--- src/rtl/char_rx_ctrl.sv ---
// Character receive controller: edge-detected strobe pushes characters into a FIFO
// drained over APB, with level, timeout and overflow interrupt sources.
module char_rx_ctrl #(
    parameter int DEPTH   = 8,
    parameter int THRESH  = 4,
    parameter int TIMEOUT = 4800
) (
    input  logic        clk,
    input  logic        resetn,
    input  logic [7:0]  char_in,
    input  logic        char_strobe,
    input  logic        psel,
    input  logic        penable,
    input  logic        pwrite,
    input  logic [3:0]  paddr,
    input  logic [31:0] pwdata,
    output logic [31:0] prdata,
    output logic        pready,
    output logic        irq
);

    localparam int AW = $clog2(DEPTH);
    localparam int CW = AW + 1;
    localparam int IW = $clog2(TIMEOUT + 1);

    logic [7:0]    mem [DEPTH];
    logic [AW-1:0] wr_ptr_reg;
    logic [AW-1:0] rd_ptr_reg;
    logic [CW-1:0] count_reg;
    logic [CW-1:0] count_next;
    logic [IW-1:0] idle_reg;
    logic          strobe_d_reg;
    logic          overflow_reg;
    logic          timeout_reg;
    logic          en_reg;
    logic          irq_en_reg;
    logic          irq_reg;

    logic          access;
    logic          rd_access;
    logic          wr_access;
    logic [1:0]    reg_sel;
    logic          empty;
    logic          full;
    logic          push;
    logic          pop;
    logic          flush;
    logic          push_ok;
    logic          unused_bits;

    assign access    = psel & penable;
    assign rd_access = access & ~pwrite;
    assign wr_access = access & pwrite;
    assign reg_sel   = paddr[3:2];

    assign empty = (count_reg == '0);
    assign full  = (count_reg == CW'(DEPTH));

    assign push  = char_strobe & ~strobe_d_reg & en_reg;
    assign pop   = rd_access & (reg_sel == 2'd0) & ~empty;
    assign flush = wr_access & (reg_sel == 2'd2) & pwdata[2];
    // A full FIFO still accepts a push when the same cycle pops the head.
    assign push_ok = push & (~full | pop) & ~flush;

    assign pready = 1'b1;
    assign irq    = irq_reg;
    assign unused_bits = &{1'b0, paddr[1:0], pwdata[31:3]};

    always_comb begin
        count_next = count_reg;
        case ({push_ok, pop})
            2'b10:   count_next = count_reg + CW'(1);
            2'b01:   count_next = count_reg - CW'(1);
            default: count_next = count_reg;
        endcase
    end

    always_ff @(posedge clk) begin
        if (push_ok) begin
            mem[wr_ptr_reg] <= char_in;
        end
    end

    always_ff @(posedge clk or negedge resetn) begin
        if (!resetn) begin
            wr_ptr_reg   <= '0;
            rd_ptr_reg   <= '0;
            count_reg    <= '0;
            strobe_d_reg <= 1'b0;
        end else begin
            strobe_d_reg <= char_strobe;
            if (flush) begin
                wr_ptr_reg <= '0;
                rd_ptr_reg <= '0;
                count_reg  <= '0;
            end else begin
                if (push_ok) wr_ptr_reg <= wr_ptr_reg + AW'(1);
                if (pop)     rd_ptr_reg <= rd_ptr_reg + AW'(1);
                count_reg <= count_next;
            end
        end
    end

    always_ff @(posedge clk or negedge resetn) begin
        if (!resetn) begin
            en_reg       <= 1'b0;
            irq_en_reg   <= 1'b0;
            overflow_reg <= 1'b0;
        end else begin
            if (wr_access && reg_sel == 2'd2) begin
                en_reg     <= pwdata[0];
                irq_en_reg <= pwdata[1];
            end
            // A new overflow event takes priority over a same-cycle clear.
            if (push && full && !pop && !flush) begin
                overflow_reg <= 1'b1;
            end else if (wr_access && reg_sel == 2'd1 && pwdata[2]) begin
                overflow_reg <= 1'b0;
            end
        end
    end

    always_ff @(posedge clk or negedge resetn) begin
        if (!resetn) begin
            idle_reg    <= '0;
            timeout_reg <= 1'b0;
        end else begin
            if (push || pop || flush) begin
                idle_reg <= '0;
            end else if (!empty && idle_reg != IW'(TIMEOUT - 1)) begin
                idle_reg <= idle_reg + IW'(1);
            end

            if (pop || flush) begin
                timeout_reg <= 1'b0;
            end else if (!empty && idle_reg == IW'(TIMEOUT - 1)) begin
                timeout_reg <= 1'b1;
            end
        end
    end

    always_ff @(posedge clk or negedge resetn) begin
        if (!resetn) begin
            irq_reg <= 1'b0;
        end else begin
            irq_reg <= irq_en_reg & ((count_reg >= CW'(THRESH)) | timeout_reg | overflow_reg);
        end
    end

    always_comb begin
        prdata = '0;
        case (reg_sel)
            2'd0: prdata = empty ? 32'd0 : {24'd0, mem[rd_ptr_reg]};
            2'd1: prdata = {17'd0, 7'(count_reg), 4'd0, timeout_reg, overflow_reg, full, ~empty};
            2'd2: prdata = {30'd0, irq_en_reg, en_reg};
            default: prdata = '0;
        endcase
    end

endmodule

--- config.mk ---
export PLATFORM = sky130hd
export DESIGN_NAME = char_rx_ctrl
export DESIGN_NICKNAME = d
export VERILOG_FILES = /design/src/rtl/char_rx_ctrl.sv
export SDC_FILE = /design/constraint.sdc
export NUM_CORES = 1
export LEC_CHECK = 0
export BUFFER_PORTS_ARGS = -buffer_cell sky130_fd_sc_hd__buf_2
export CAP_MARGIN = 20
export CORE_MARGIN = 2
export CORE_UTILIZATION = 35
export CTS_CLUSTER_SIZE = 16
export DETAILED_ROUTE_END_ITERATION = 10
export GPL_TIMING_DRIVEN = 0
export MAX_ROUTING_LAYER = met4
export SLEW_MARGIN = 20
export SYNTH_ARGS = -nofsm -noshare
export SYNTH_HDL_FRONTEND = slang
export SYNTH_SLANG_ARGS = --single-unit
--- constraint.sdc ---
create_clock -name clk -period 5.6 [get_ports clk]
set_input_delay 1.12 -clock clk [delete_from_list [all_inputs] [get_ports clk]]
set_output_delay 1.12 -clock clk [all_outputs]
set_load 0.01 [all_outputs]
# Word-level counts from Yosys, hierarchy flattened
# Memory sizes are Yosys's and may differ from the RTL's.
# Cells that the tools add are included.
# word_totals
register_bits,29
latchBits,0
ramBits,64
romBits,0
input_bits,50
out_inout_bits,34
word_cells,82
mem_count,1
# mem_list
memory,words,width,rd,rd_ports_with_merged_regs,wr,line,rtl
mem,8,8,1,0,1,26,logic [7:0] mem [DEPTH];
# classes
add_sub_neg,5
mul,0
n_div,0
n_lt_le_gt_ge,1
n_eq_ne,7
shifts,0
mux,16
bitwise,20
reduce_logical,22
# op_table
op,count
12-bit one-hot mux with 3 select lines,1
13-bit 2-to-1 mux,2
13-bit by 1-bit adder with 13-bit output (second input constant),1
13-bit equality test (second input constant),1
13-bit != test (second input constant),1
1-bit AND,12
3-bit 2-to-1 mux,4
2-bit nonzero test,5
1-bit logical AND,8
8-bit 2-to-1 mux,1
4-bit one-hot mux with 2 select lines,1
3-bit by 1-bit adder with 3-bit output (second input constant),2
1-bit 2-to-1 mux,6
1-bit NOT,5
4-bit by 1-bit adder with 4-bit output (second input constant),1
2-bit by 1-bit equality test with 1-bit output (second input constant),2
2-bit equality test (second input constant),2
4-bit equality test (second input constant),1
4-bit by 3-bit >= comparator with 1-bit output (second input constant),1
4-bit logical NOT,1
4-bit 2-to-1 mux,1
4-bit by 1-bit subtractor with 4-bit output (second input constant),1
1-bit logical NOT,3
1-bit logical OR,3
3 further kinds,5

# Logic depth before layout (Yosys ltp)
# logic_depth
ltp_word,10
depth_mapped,10
depth_no_buf,9

# Worst setup path before layout
# Ideal clock, no wire load.
# synth_timing
path_kind,input to output
from,in paddr[2]
to,out prdata[1]
arrival_time_ns,2.088
t_required_ns,4.480
slack_ns,2.392
cell_stages,4
path_buffers,2
cell_sequence,clkbuf_1 or3_1 clkbuf_1 o21ai_0
# synth_between
elab_chain_cells,2
word_cells_on_any_way,4
classes_between,2 x eq/ne; 1 x mux; 1 x reduce/logical
# synth_lines
element,line,rtl
"start, declared",15,"input logic [3:0] paddr,"
"2-bit equality test, or another cell as far along",152,case (reg_sel)
12-bit one-hot mux with 3 select lines *,152,
"end, declared",17,"output logic [31:0] prdata,"
# Every way passes the cells marked *; elsewhere a longest branch is shown, timed or not.

# Worst setup path in the final report
# layout_timing
from,reg rd_ptr_reg[1]
to,out prdata[1]
# layout_between
elab_chain_cells,3
# layout_lines
element,line,rtl
"start, declared",28,logic [AW-1:0] rd_ptr_reg;
"start signal, assigned",98,if (pop) rd_ptr_reg <= rd_ptr_reg + AW'(1);
memory 8 x 8 bit,-,
8-bit 2-to-1 mux,153,"2'd0: prdata = empty ? 32'd0 : {24'd0, mem[rd_ptr_reg]};"
12-bit one-hot mux with 3 select lines,152,
# Every way passes these cells.

==> metrics.md <==
| Metric | Value |
|---|---|
| Outcome | `finished clean` |
| Final clock skew | `9.91 ps` |
| CTS tree | `yes` |
| #FFs+latches synth | `93` |
| Crit path kind | `register to primary output` |
| Reg-to-reg endpoint | `mem[7][0]` |
| Largest net degree at the start of global routing | `30` |
| Global route total overflow | `0` |
| Hold EP | `idle_reg[12]` |
| Area Growth Syn to Fin | `16.1%` |
| DR vias | `2548` |
| Largest family of logic cells by synthesized area | `simple AND/OR/NAND/NOR gates` |
| Leak pwr | `1.93 nW` |
| Pwr/cell area | `384 nW/µm²` |
| Cts hold-fix bufs | `0` |
| CTS clk-pin slew, worst paths | `70 ps` |
| Req. time, crit path | `4480 ps` |
| 1st-iter DRT viols | `150` |
| Avg WL per Cell | `15.3 µm` |
| Layout cell share with drive strength beyond 1 | `28.8%` |
| Final nets | `423` |
| Mapped Cells | `308` |
| Core Util, Final | `42.0%` |
| Async SR Flop Fraction | `31.2%` |
| Period utilization | `65.3%` |
| Max-slew headroom | `36.4%` |
| Vias in the first global route | `2523` |
| Commonest cells after routing, fill and taps aside | `edfxtp_1, buf_2, nor2_1` |
| Post-synth EDFFs | `64` |
| RD Place Congestion | `0.836` |
| Max-cap violations | `0` |
| Clock tree buffer depth | `2` |
| Max IR drop VDD | `0.000225 V` |
| Post-synth cell types | `54` |
| Synth Warn # | `0` |
| CP Launch Type | `register` |
| Syn avg cell area | `14.1 µm²` |
| DIE WIDTH | `116 µm` |
| Hold path start | `idle_reg[12]` |
| Setup bufs post-CTS | `0` |
| Most used DFF post-synth | `edfxtp_1` |
| I/O Pins | `84` |
| # resized after CTS | `0` |
| Hold Violations, Final | `0` |
| Leading cell type in the layout, fill and taps excluded | `edfxtp_1` |
| Overall Power | `0.00194 W` |
| Final Max Tran Viols | `0` |
| Pint | `0.00135 W` |
| Row cnt | `40` |
| R2R depth | `6` |
| DIE HEIGHT | `116 µm` |
| RSZ-0062 raised after global routing | `no` |
| Sequential share of the synthesized area | `60.8%` |
| Worst R2R Start | `count_reg[0]` |
| Drt total wl | `8.27 mm` |
| # setup viols final | `0` |
| WP data arrival | `2540 ps` |
| Mapped cell area | `4360 µm²` |
| Logic pwr share | `25.3%` |
| First-pass GRT wire length | `13.2 mm` |
| Flop-to-flop setup slack | `2720 ps` |
| Root Buffer | `clkbuf_16` |
| Number of CTS-inserted buffers | `9` |
| Crit Path Max Fanout | `10` |
| Hold Crit Class | `register to register` |
| Antenna diode count | `0` |
| Total Neg Setup Slack | `0 ps` |
| DRT Pass-1 Iters | `5` |
| Cell taking the most area after synthesis | `edfxtp_1` |
| Post-synthesis simple-gate area fraction | `12.7%` |
| Post-synth top area share | `44.1%` |
| Sw Pwr | `0.000589 W` |
| DR vias/cell | `4.72` |
| Post-synthesis mux area share | `10.9%` |
| CP endpoint kind | `primary output` |
| Synth top area cells | `edfxtp_1, dfrtp_1, mux4_2` |
| Max Fclk | `273 MHz` |
| Adder-cell share of the synthesized area | `1.44%` |
| Clk network pwr share | `29.2%` |
| # DRC | `0` |
| Reg power frac | `45.5%` |
| Finished Layout Cells | `540` |
| Core area | `12100 µm²` |
| Pin slew with the least headroom to its limit | `951 ps` |
| Initial antenna violation count | `0` |
| Hold Crit Depth | `2` |
| Overall die area | `13400 µm²` |
| Fin crit period | `3660 ps` |
| CTS sink count | `93` |
| Port Buffers | `30` |
| Clock latency on the worst-skew pair | `340 ps` |
| Global-route usage over all layers | `13.8%` |
| Antenna viol nets, final | `0` |
| Largest register FFs | `64` |
| Cells after DPL | `525` |
| Xor-xnor portion of the synthesized cell area | `3.42%` |
| H-tree Lvls | `3` |
| Hpwl dp | `5.55 mm` |
| Starting Density | `36.1%` |
| Area fraction in compound gates after synthesis | `4.97%` |
| Switching share of power | `30.3%` |
==> worst max-delay path, cell delays in order (launching register included) <==
cell and delay (ps):
dfrtp_1 360, clkbuf_1 390, clkbuf_1 570, mux4_2 330, mux2i_1 60, o21ai_0 290
buf_2 190
==> cell type report <==
cell class | count | area (µm²)
buffer | 33 | 229
clock buffer | 10 | 229
clock inverter | 5 | 42.5
fill | 1092 | 7000
inverter | 5 | 18.8
multi-input combinational | 196 | 1530
sequential | 93 | 2650
tap | 168 | 210
timing repair buffer | 30 | 150
==> stage by stage <==
step | instance area [µm²] | setup slack, ps | hold slack [ps]
after global routing | 5060 | 1740 | 596
after floorplan | 4430 | 2390 | 481
after detailed placement | 4790 | 1950 | 535
after global placement | 4790 | 1970 | 529
after CTS | 5060 | 1900 | 556
final | 5060 | 1940 | 550
==> worst max path at each step <==
stage                       start   endpoint  slack (ps)  cells past startpoint
floorplan                paddr[2]  prdata[1]        2390                      4
detailed placement         pwrite  mem[7][6]        1950                      7
CTS                 rd_ptr_reg[1]  prdata[1]        1900                      6
global placement           pwrite  mem[6][6]        1970                      7
finish              rd_ptr_reg[1]  prdata[1]        1940                      6
global route        rd_ptr_reg[1]  prdata[1]        1740                      6
==> kinds of logic (layout without fill, tap and decap cells) <==
group / after synthesis / count (layout)
DFF: 93 / 93
other: 2 / 21
and+or+nand+nor: 98 / 98
buffers and inverters: 38 / 83
adders and majority gates: 5 / 5
xor gates and xnor gates: 17 / 17
AOI/OAI and AO/OA: 28 / 28
muxes: 27 / 27
==> cells in the mapped netlist (all sizes together) (6+ instances only) <==
cell / count
edfxtp: 64
nor2: 33
dfrtp: 29
buf: 28
mux4: 16
nand2: 16
xor2: 13
nand3: 10
mux2i: 8
a21oi: 7
nand4: 6
==> power groups by stage <==
stage | sequential [W] | clock [W] | combinational (W)
floorplan | 0.000878 | 0 | 0.000389
global placement | 0.000894 | 0 | 0.000491
detailed placement | 0.000898 | 0 | 0.000501
CTS | 0.000883 | 0.000585 | 0.000502
global route | 0.000895 | 0.000612 | 0.000554
finish | 0.000883 | 0.000567 | 0.000492
==> layer usage <==
| metal | vias to the layer above | track usage [%] | share of wire, % |
|---|---|---|---|
| met4 | 0 | 5.30 | 1.1 |
| met5 | - | - | 0 |
| li1 | 1230 | - | - |
| met3 | 8 | 3.29 | 3.9 |
| met1 | 1247 | 17.7 | 46 |
| met2 | 63 | 21.2 | 49 |
Note: power is estimated with default switching activity, not from simulation.
